**config.mk**
```make
export PLATFORM = sky130hd
export DESIGN_NAME = io_controller
export DESIGN_NICKNAME = d
export VERILOG_FILES = /design/src/rtl/io_controller.sv
export SDC_FILE = /design/constraint.sdc
export NUM_CORES = 1
export LEC_CHECK = 0
export ABC_AREA = 1
export CORE_MARGIN = 2
export CORE_UTILIZATION = 31
export DETAILED_ROUTE_END_ITERATION = 16
export GPL_TIMING_DRIVEN = 0
export RECOVER_POWER = 100
export SYNTH_ARGS = -nofsm -noshare
export SYNTH_HDL_FRONTEND = slang
export SYNTH_SLANG_ARGS = --single-unit
```
**constraint.sdc**
```tcl
create_clock -name clk -period 24.4 [get_ports clk]
set_clock_uncertainty 0.15 [all_clocks]
set_input_delay 4.88 -clock clk [delete_from_list [all_inputs] [get_ports clk]]
set_output_delay 4.88 -clock clk [all_outputs]
set_load 0.1 [all_outputs]
```
**src/rtl/io_controller.sv**
```systemverilog
// io_controller: memory-mapped I/O stage for the single-cycle datapath.
// Synchronises and debounces board switches/keys, latches sticky key-press
// events, holds LED and 7-segment registers written by stores, and returns
// combinational read data for the addressed register.
module io_controller #(
  parameter int               DBITS           = 32,
  parameter int               DEBOUNCE_CYCLES = 500000,
  parameter logic [DBITS-1:0] ADDR_HEX        = 32'hF0000000,
  parameter logic [DBITS-1:0] ADDR_LEDR       = 32'hF0000004,
  parameter logic [DBITS-1:0] ADDR_LEDG       = 32'hF0000008,
  parameter logic [DBITS-1:0] ADDR_KEY        = 32'hF0000010,
  parameter logic [DBITS-1:0] ADDR_SW         = 32'hF0000014,
  parameter logic [DBITS-1:0] ADDR_KEYEVT     = 32'hF0000018
) (
  input  logic             clk,
  input  logic             reset,
  input  logic [DBITS-1:0] addr,
  input  logic [DBITS-1:0] wrData,
  input  logic             wrEn,
  input  logic [9:0]       SW,
  input  logic [3:0]       KEY,
  output logic             isIo,
  output logic [DBITS-1:0] rdData,
  output logic [9:0]       LEDR,
  output logic [7:0]       LEDG,
  output logic [6:0]       HEX0,
  output logic [6:0]       HEX1,
  output logic [6:0]       HEX2,
  output logic [6:0]       HEX3
);

  // Debounced inputs are kept in one vector: switches in [9:0], keys in [13:10].
  localparam int NSW  = 10;
  localparam int NKEY = 4;
  localparam int NIN  = NSW + NKEY;
  localparam int CW   = $clog2(DEBOUNCE_CYCLES + 1);
  localparam logic [CW-1:0] CNT_LAST = CW'(DEBOUNCE_CYCLES - 1);

  logic [NSW-1:0]           sw_s1_q, sw_s1_d, sw_s2_q, sw_s2_d;
  logic [NKEY-1:0]          key_s1_q, key_s1_d, key_s2_q, key_s2_d;
  logic [NIN-1:0]           deb_q, deb_d;
  logic [NIN-1:0][CW-1:0]   cnt_q, cnt_d;
  logic [NKEY-1:0]          evt_q, evt_d;
  logic [15:0]              hex_q, hex_d;
  logic [9:0]               ledr_q, ledr_d;
  logic [7:0]               ledg_q, ledg_d;

  logic [NIN-1:0]           sync_in;
  logic [NKEY-1:0]          key_rise;
  logic [NKEY-1:0]          evt_clr;
  logic                     wr_hex, wr_ledr, wr_ledg, wr_evt;
  logic                     unused_wr_hi;

  // Only the low 16 store-data bits can reach any register.
  assign unused_wr_hi = ^wrData[DBITS-1:16];

  // 7-segment encoding, active-low {g,f,e,d,c,b,a}.
  function automatic logic [6:0] seg7(input logic [3:0] n);
    case (n)
      4'h0: seg7 = 7'h40;
      4'h1: seg7 = 7'h79;
      4'h2: seg7 = 7'h24;
      4'h3: seg7 = 7'h30;
      4'h4: seg7 = 7'h19;
      4'h5: seg7 = 7'h12;
      4'h6: seg7 = 7'h02;
      4'h7: seg7 = 7'h78;
      4'h8: seg7 = 7'h00;
      4'h9: seg7 = 7'h10;
      4'hA: seg7 = 7'h08;
      4'hB: seg7 = 7'h03;
      4'hC: seg7 = 7'h46;
      4'hD: seg7 = 7'h21;
      4'hE: seg7 = 7'h06;
      default: seg7 = 7'h0E;
    endcase
  endfunction

  // Two-flop synchronisers; keys are active-low so the pressed level is inverted.
  always_comb begin
    sw_s1_d  = SW;
    sw_s2_d  = sw_s1_q;
    key_s1_d = KEY;
    key_s2_d = key_s1_q;
    sync_in  = {~key_s2_q, sw_s2_q};
  end

  // Debounce: a bit must disagree with its debounced value for
  // DEBOUNCE_CYCLES consecutive cycles before the debounced value follows it.
  always_comb begin
    deb_d = deb_q;
    cnt_d = cnt_q;
    for (int i = 0; i < NIN; i++) begin
      if (sync_in[i] == deb_q[i]) begin
        cnt_d[i] = '0;
      end else if (cnt_q[i] == CNT_LAST) begin
        deb_d[i] = sync_in[i];
        cnt_d[i] = '0;
      end else begin
        cnt_d[i] = cnt_q[i] + 1'b1;
      end
    end
  end

  // Store decode, sticky key events (set beats clear) and output registers.
  always_comb begin
    wr_hex   = wrEn && (addr == ADDR_HEX);
    wr_ledr  = wrEn && (addr == ADDR_LEDR);
    wr_ledg  = wrEn && (addr == ADDR_LEDG);
    wr_evt   = wrEn && (addr == ADDR_KEYEVT);
    key_rise = deb_d[NIN-1 -: NKEY] & ~deb_q[NIN-1 -: NKEY];
    evt_clr  = wr_evt ? wrData[NKEY-1:0] : '0;
    evt_d    = (evt_q & ~evt_clr) | key_rise;
    hex_d    = wr_hex  ? wrData[15:0] : hex_q;
    ledr_d   = wr_ledr ? wrData[9:0]  : ledr_q;
    ledg_d   = wr_ledg ? wrData[7:0]  : ledg_q;
  end

  // State registers; reset leaves keys in the released (high) state.
  always_ff @(posedge clk or posedge reset) begin
    if (reset) begin
      sw_s1_q  <= '0;
      sw_s2_q  <= '0;
      key_s1_q <= '1;
      key_s2_q <= '1;
      deb_q    <= '0;
      cnt_q    <= '0;
      evt_q    <= '0;
      hex_q    <= '0;
      ledr_q   <= '0;
      ledg_q   <= '0;
    end else begin
      sw_s1_q  <= sw_s1_d;
      sw_s2_q  <= sw_s2_d;
      key_s1_q <= key_s1_d;
      key_s2_q <= key_s2_d;
      deb_q    <= deb_d;
      cnt_q    <= cnt_d;
      evt_q    <= evt_d;
      hex_q    <= hex_d;
      ledr_q   <= ledr_d;
      ledg_q   <= ledg_d;
    end
  end

  // Combinational read mux; registers read their pre-edge values.
  always_comb begin
    rdData = '0;
    isIo   = 1'b0;
    case (addr)
      ADDR_HEX: begin
        rdData = DBITS'(hex_q);
        isIo   = 1'b1;
      end
      ADDR_LEDR: begin
        rdData = DBITS'(ledr_q);
        isIo   = 1'b1;
      end
      ADDR_LEDG: begin
        rdData = DBITS'(ledg_q);
        isIo   = 1'b1;
      end
      ADDR_KEY: begin
        rdData = DBITS'(deb_q[NIN-1 -: NKEY]);
        isIo   = 1'b1;
      end
      ADDR_SW: begin
        rdData = DBITS'(deb_q[NSW-1:0]);
        isIo   = 1'b1;
      end
      ADDR_KEYEVT: begin
        rdData = DBITS'(evt_q);
        isIo   = 1'b1;
      end
      default: begin
        rdData = '0;
        isIo   = 1'b0;
      end
    endcase
  end

  assign LEDR = ledr_q;
  assign LEDG = ledg_q;
  assign HEX0 = seg7(hex_q[3:0]);
  assign HEX1 = seg7(hex_q[7:4]);
  assign HEX2 = seg7(hex_q[11:8]);
  assign HEX3 = seg7(hex_q[15:12]);

endmodule

```
# --- Word level (Yosys, flattened, before mapping) ---
# Memories as Yosys holds them, arrays and structs flattened.
# Cells that the tools add are included.
op_classes:
  n_addsub: 14
  n_eq_ne: 34
  n_mux: 39
  bitwise: 16
  reduce_logical: 15
ops:
  columns: ["cell", "count"]
  rows:
  - ["two-way mux 19 bit", 28]
  - ["adder 19 x 1 -> 19 bit (second input constant)", 14]
  - ["== test 19 bit (second input constant)", 14]
  - ["== test 32 bit (second input constant)", 6]
  - ["one-hot mux 16 bit (6 select lines)", 1]
  - ["AND reduction 2 bit", 10]
  - ["== test 1 bit", 14]
  - ["NOT 4 bit", 3]
  - ["NOT 1 bit", 10]
  - ["two-way mux 1 bit", 9]
  - ["bitwise AND 4 bit", 2]
  - ["OR reduction 6 bit", 1]
  - ["logical AND 1 bit", 4]
  - ["two-way mux 4 bit", 1]
  - ["bitwise OR 4 bit", 1]
word_totals:
  regBits: 346
  rom_bits: 448
  inputBits: 81
  output_inout_bits: 79
  wordCells: 155
  mem_count: 4
memory_table:
  columns: ["name", "depth", "width", "rd", "rd_ports_with_merged_regs", "write_ports", "line_no", "text"]
  rows:
  - ["(name not given)", 16, 7, 1, 0, 0, "59", "case (n)"]
  - ["(name not given)", 16, 7, 1, 0, 0, "59", null]
  - ["(name not given)", 16, 7, 1, 0, 0, "59", null]
  - ["(name not given)", 16, 7, 1, 0, 0, "59", null]

# --- Logic depth before layout (Yosys ltp) ---
logic_depth:
  ltp_word: 6
  depth_mapped: 12

# --- Least setup slack after synthesis ---
# Ideal clock, no wire load.
synth_timing:
  path_kind: "input -> output"
  startpoint: "in addr[0]"
  endpoint: "out rdData[8]"
  arrival_ns: 7.079
  path_slack_ns: 12.291
  stages: 8
  path_buffers: 1
  cell_sequence: "inv_1 nand2_1 nor2_1 nand2_1 nor2_8 nand2_4 buf_2 o211ai_1"
synth_via:
  elab_chain_len: 2
synth_lines:
  columns: ["item", "line_no", "text"]
  rows:
  - ["from (decl)", "17", "input logic [DBITS-1:0] addr,"]
  - ["== test 32 bit", "150", "case (addr)"]
  - ["one-hot mux 16 bit (6 select lines) *", "150", null]
  - ["to (decl)", "23", "output logic [DBITS-1:0] rdData,"]
# Mark *: on every way between the ends. The rest lies on a longest branch, timed or not.

==> impl_results.html <==
<table>
<tr><th>Metric</th><th>Value</th></tr>
<tr><th colspan="2">Run status</th></tr>
<tr><td>Status</td><td>complete, but fails checks</td></tr>
<tr><td>Violated checks</td><td>capacitance limit, slew limit</td></tr>
<tr><th colspan="2">Worst setup path</th></tr>
<tr><td>Worst Reg2Reg Path Length in Cells</td><td>8</td></tr>
<tr><td>Startpoint-to-endpoint class of the critical path</td><td>input port to async pin</td></tr>
<tr><td>Worst Path Max Fanout</td><td>roughly 130</td></tr>
<tr><td>Launch point of the worst reg-to-reg path</td><td>cnt_q[171]</td></tr>
<tr><td>Capturing element of the worst setup path</td><td>cnt_q[68]</td></tr>
<tr><td>Required time at the worst-slack endpoint</td><td>23.81 ns</td></tr>
<tr><td>Worst path arrival time</td><td>13.92 ns</td></tr>
<tr><td>Kind of capture point of the worst setup path</td><td>async pin</td></tr>
<tr><td>Crit path from</td><td>reset</td></tr>
<tr><td>R2R Path End</td><td>cnt_q[187]</td></tr>
<tr><td>Slack of the worst reg-to-reg path</td><td>approximately 22 ns</td></tr>
<tr><td>Startpoint Class</td><td>input port</td></tr>
<tr><th colspan="2">Global routing</th></tr>
<tr><td>GRT Total Usage</td><td>between 10 and 15%</td></tr>
<tr><td>Vias in the first global route</td><td>~15,000</td></tr>
<tr><td>Largest net degree at the start of global routing</td><td>129</td></tr>
<tr><td>GRT overflow</td><td>0</td></tr>
<tr><td>First-pass GRT wire length</td><td>about 73 mm</td></tr>
<tr><td>Initial antenna violation count</td><td>3</td></tr>
<tr><th colspan="2">CTS</th></tr>
<tr><td>Clock tree buffer depth</td><td>3</td></tr>
<tr><td>Clock root cell</td><td>sky130_fd_sc_hd__clkbuf_16</td></tr>
<tr><td>Clock Sinks</td><td>346</td></tr>
<tr><td># resized after CTS</td><td>0</td></tr>
<tr><td>Clock-pin slew reported for the worst setup and hold paths after clock tree synthesis</td><td>~0.060 ns</td></tr>
<tr><td>Postcts setup bufs</td><td>0</td></tr>
<tr><td>Clk_lat worst skew</td><td>between 0.5 and 0.6 ns</td></tr>
<tr><td>TritonCTS buffer count</td><td>between 40 and 50</td></tr>
<tr><td>H-tree levels</td><td>2</td></tr>
<tr><td>Count of hold buffers inserted by post-cts repair</td><td>0</td></tr>
<tr><td>Clock tree from TritonCTS</td><td>done</td></tr>
<tr><th colspan="2">Min path</th></tr>
<tr><td>Type of the tightest min-delay check</td><td>flip-flop to flip-flop</td></tr>
<tr><th colspan="2">Floorplanning</th></tr>
<tr><td>Horiz. Die Dim</td><td>~250 µm</td></tr>
<tr><td>Effective utilization at floorplan</td><td>between 30% and 40%</td></tr>
<tr><td>Number of rows created at floorplan</td><td>just under 90</td></tr>
<tr><td>Vertical die dimension</td><td>around 250 µm</td></tr>
<tr><td>Count of boundary I/O pins</td><td>160</td></tr>
<tr><td>Total die area</td><td>0.0606 mm²</td></tr>
<tr><td>Core Area</td><td>between 0.05 and 0.06 mm²</td></tr>
<tr><th colspan="2">Cells and area</th></tr>
<tr><td># nets final</td><td>2,617</td></tr>
<tr><td>Design area</td><td>around 0.022 mm²</td></tr>
<tr><td>Synth-to-layout area growth</td><td>19.5%</td></tr>
<tr><td>Proportion of layout cells with a drive suffix above 1</td><td>around 4.2%</td></tr>
<tr><td>Antenna diode instance count</td><td>0</td></tr>
<tr><th colspan="2">Flow run</th></tr>
<tr><td>Max_cap viols</td><td>2</td></tr>
<tr><th colspan="2">Yosys</th></tr>
<tr><td>Proportion of synthesized chip area in sequential cells</td><td>a little under half</td></tr>
<tr><td>Synth Register Bits</td><td>about 350</td></tr>
<tr><td>Number of unique standard cell types used by synthesis</td><td>52</td></tr>
<tr><td>Netlist area before placement</td><td>approximately 0.018 mm²</td></tr>
<tr><td>Synth Area per Inst</td><td>slightly below 8 µm²</td></tr>
<tr><td>Count of flip-flops with a built-in enable after synthesis</td><td>0</td></tr>
<tr><td>Cell accounting for the most synthesized area</td><td>sky130_fd_sc_hd__dfrtp_1</td></tr>
<tr><td>Portion of synthesized cell area occupied by the leading cell type</td><td>46.5%</td></tr>
<tr><td>Most instantiated library cell after synthesis</td><td>sky130_fd_sc_hd__nor2_1</td></tr>
<tr><td>Count of warnings emitted by yosys</td><td>0</td></tr>
<tr><td>Ranking of synthesized cells by area</td><td>sky130_fd_sc_hd__dfrtp_1 47%, sky130_fd_sc_hd__nor2_1 9.9%, sky130_fd_sc_hd__nand2_1 9.6%</td></tr>
<tr><td>Number of instances in the synthesized netlist</td><td>about 2,300</td></tr>
<tr><td>Commonest cells in the synthesized netlist</td><td>480 x sky130_fd_sc_hd__nor2_1, 464 x sky130_fd_sc_hd__nand2_1, 338 x sky130_fd_sc_hd__dfrtp_1</td></tr>
<tr><td>Ys flop type</td><td>sky130_fd_sc_hd__dfrtp_1</td></tr>
<tr><td>Proportion of synthesized flip-flops having asynchronous set or reset</td><td>100%</td></tr>
<tr><th colspan="2">STA</th></tr>
<tr><td>Hold Fails Final Rpt</td><td>0</td></tr>
<tr><td>Slew at the pin closest to its max-slew limit</td><td>6.82 ns</td></tr>
<tr><td>Worst max-slew margin expressed relative to the limit</td><td>-354%</td></tr>
<tr><td>Highest achievable clock rate</td><td>roughly 70 MHz</td></tr>
<tr><td>Number of pins with negative max-slew slack in the final report</td><td>roughly 220</td></tr>
<tr><td>Unrepaired setup endpoints after global routing</td><td>false</td></tr>
<tr><td>Final Setup Violations</td><td>0</td></tr>
<tr><td>Final worst path period share</td><td>about three fifths</td></tr>
<tr><td>Final critical path time including I/O delays and setup</td><td>between 10 and 15 ns</td></tr>
<tr><td>Setup TNS Final</td><td>0 ns</td></tr>
<tr><th colspan="2">Placement</th></tr>
<tr><td>Sum of net half-perimeters after detailed placement</td><td>roughly 32 mm</td></tr>
<tr><td>Port-buffer cells</td><td>between 100 and 150</td></tr>
<tr><td>Cell area after placement</td><td>slightly above 0.02 mm²</td></tr>
<tr><td>Final weighted congestion of routability-driven global placement</td><td>~0.9</td></tr>
<tr><th colspan="2">Drt</th></tr>
<tr><td>1st-pass router iterations</td><td>6</td></tr>
<tr><td>Starting DRT DRC Count</td><td>about 1,200</td></tr>
<tr><td>Routed length per placed instance</td><td>13.3 µm</td></tr>
<tr><td>Final ANT Viol Nets</td><td>0</td></tr>
<tr><td>DR DRC count</td><td>0</td></tr>
<tr><td>Total routed wirelength</td><td>44.0 mm</td></tr>
<tr><td>Detailed-route via count</td><td>around 15,000</td></tr>
<tr><td>Detail-routed via count per cell</td><td>4.65</td></tr>
<tr><th colspan="2">Pwr</th></tr>
<tr><td>Total leakage power</td><td>around 0.0098 µW</td></tr>
<tr><td>VDD IR max</td><td>41.9 µV</td></tr>
<tr><td>Power density relative to cell area</td><td>~60 mW/mm²</td></tr>
</table>
[worst min path at each step]
stage               start          to  slack [ns]  cells past startpoint
6_report       sw_s1_q[2]  sw_s2_q[2]        0.19                      0
5_1_grt        sw_s1_q[2]  sw_s2_q[2]        0.19                      0
4_1_cts        sw_s1_q[2]  sw_s2_q[2]        0.19                      0
3_5_place_dp   sw_s1_q[2]  sw_s2_q[2]        0.18                      0
3_3_place_gp   sw_s1_q[1]  sw_s2_q[1]        0.19                      0
2_1_floorplan  sw_s1_q[0]  sw_s2_q[0]        0.18                      0
[worst max-delay path, cell delays in order]
cell and delay [ns]:
sky130_fd_sc_hd__dlygate4sd3_1 0.61, sky130_fd_sc_hd__inv_8 0.06, sky130_fd_sc_hd__clkbuf_1 4.71, sky130_fd_sc_hd__clkbuf_1 3.55
[sequential cells by signal (all words and copies together), names as in the netlist, 8 cells and up]
name and count:
cnt_q 266, sw_s1_q 10, hex_q 16, sw_s2_q 10, LEDR 10, LEDG 8, deb_q 14
[kinds of logic after synthesis]
family,after synthesis,synth area share [%]
adders and majority gates,38,2.61
DFF,346,47.7
AOI/OAI and AO/OA,188,5.76
buffers and inverters,317,7.09
xor gates and xnor gates,124,6.01
other,1,0.0206
and+or+nand+nor,1296,30.8
[report_power, final]
part / switching, µW / internal (µW)
combinational: 40.9 / 18.1
clock: 250 / 402
sequential: 5.67 / 582
[cells in the final DEF, fill, tap and decap left out, types with 47 or more instances in the layout]
cell / Yosys / final
sky130_fd_sc_hd__nand4_1: 47 / 47
sky130_fd_sc_hd__o21ai_0: 56 / 68
sky130_fd_sc_hd__nand2_1: 464 / 470
sky130_fd_sc_hd__dfrtp_1: 338 / 338
sky130_fd_sc_hd__nand3_1: 129 / 131
sky130_fd_sc_hd__nor2_1: 480 / 502
sky130_fd_sc_hd__clkdlybuf4s50_1: 0 / 48
sky130_fd_sc_hd__xor2_1: 100 / 101
sky130_fd_sc_hd__inv_1: 270 / 273
sky130_fd_sc_hd__nor3_1: 100 / 105
sky130_fd_sc_hd__dlygate4sd3_1: 0 / 79
sky130_fd_sc_hd__a21oi_1: 66 / 68
[layer usage]
| metal | global-route usage [%] | vias up | wire length [µm] |
|---|---|---|---|
| li1 | - | 7704 | - |
| met1 | 19.9 | 7194 | 20600 |
| met2 | 23.2 | 331 | 19600 |
| met3 | 3.10 | 78 | 2540 |
| met4 | 5.10 | 6 | 1220 |
| met5 | 0 | - | 38 |
[layout make-up]
| class | count | area (µm²) |
|---|---|---|
| Buffer | 36 | 226 |
| Fill cell | 5914 | 36100 |
| Sequential cell | 346 | 8670 |
| Inverter | 281 | 1060 |
| Tap cell | 765 | 957 |
| Clock inverter | 19 | 260 |
| Clock buffer | 57 | 1180 |
| Multi-Input combinational cell | 1662 | 8070 |
| Timing Repair Buffer | 130 | 1310 |
[through the flow]
stage	total power, µW	util [%]	std cells	setup WS [ns]	hold slack (ns)
after floorplan	637	-	2325	9.79	0.181
after global placement	658	35.4	3217	5.22	0.186
after detailed placement	661	35.6	3220	11.44	0.185
after CTS	1320	38.1	3296	11.44	0.192
after global routing	1350	37.6	3296	7.58	0.194
final	1300	37.6	3296	9.89	0.191
Note: power is estimated with default switching activity, not from simulation.
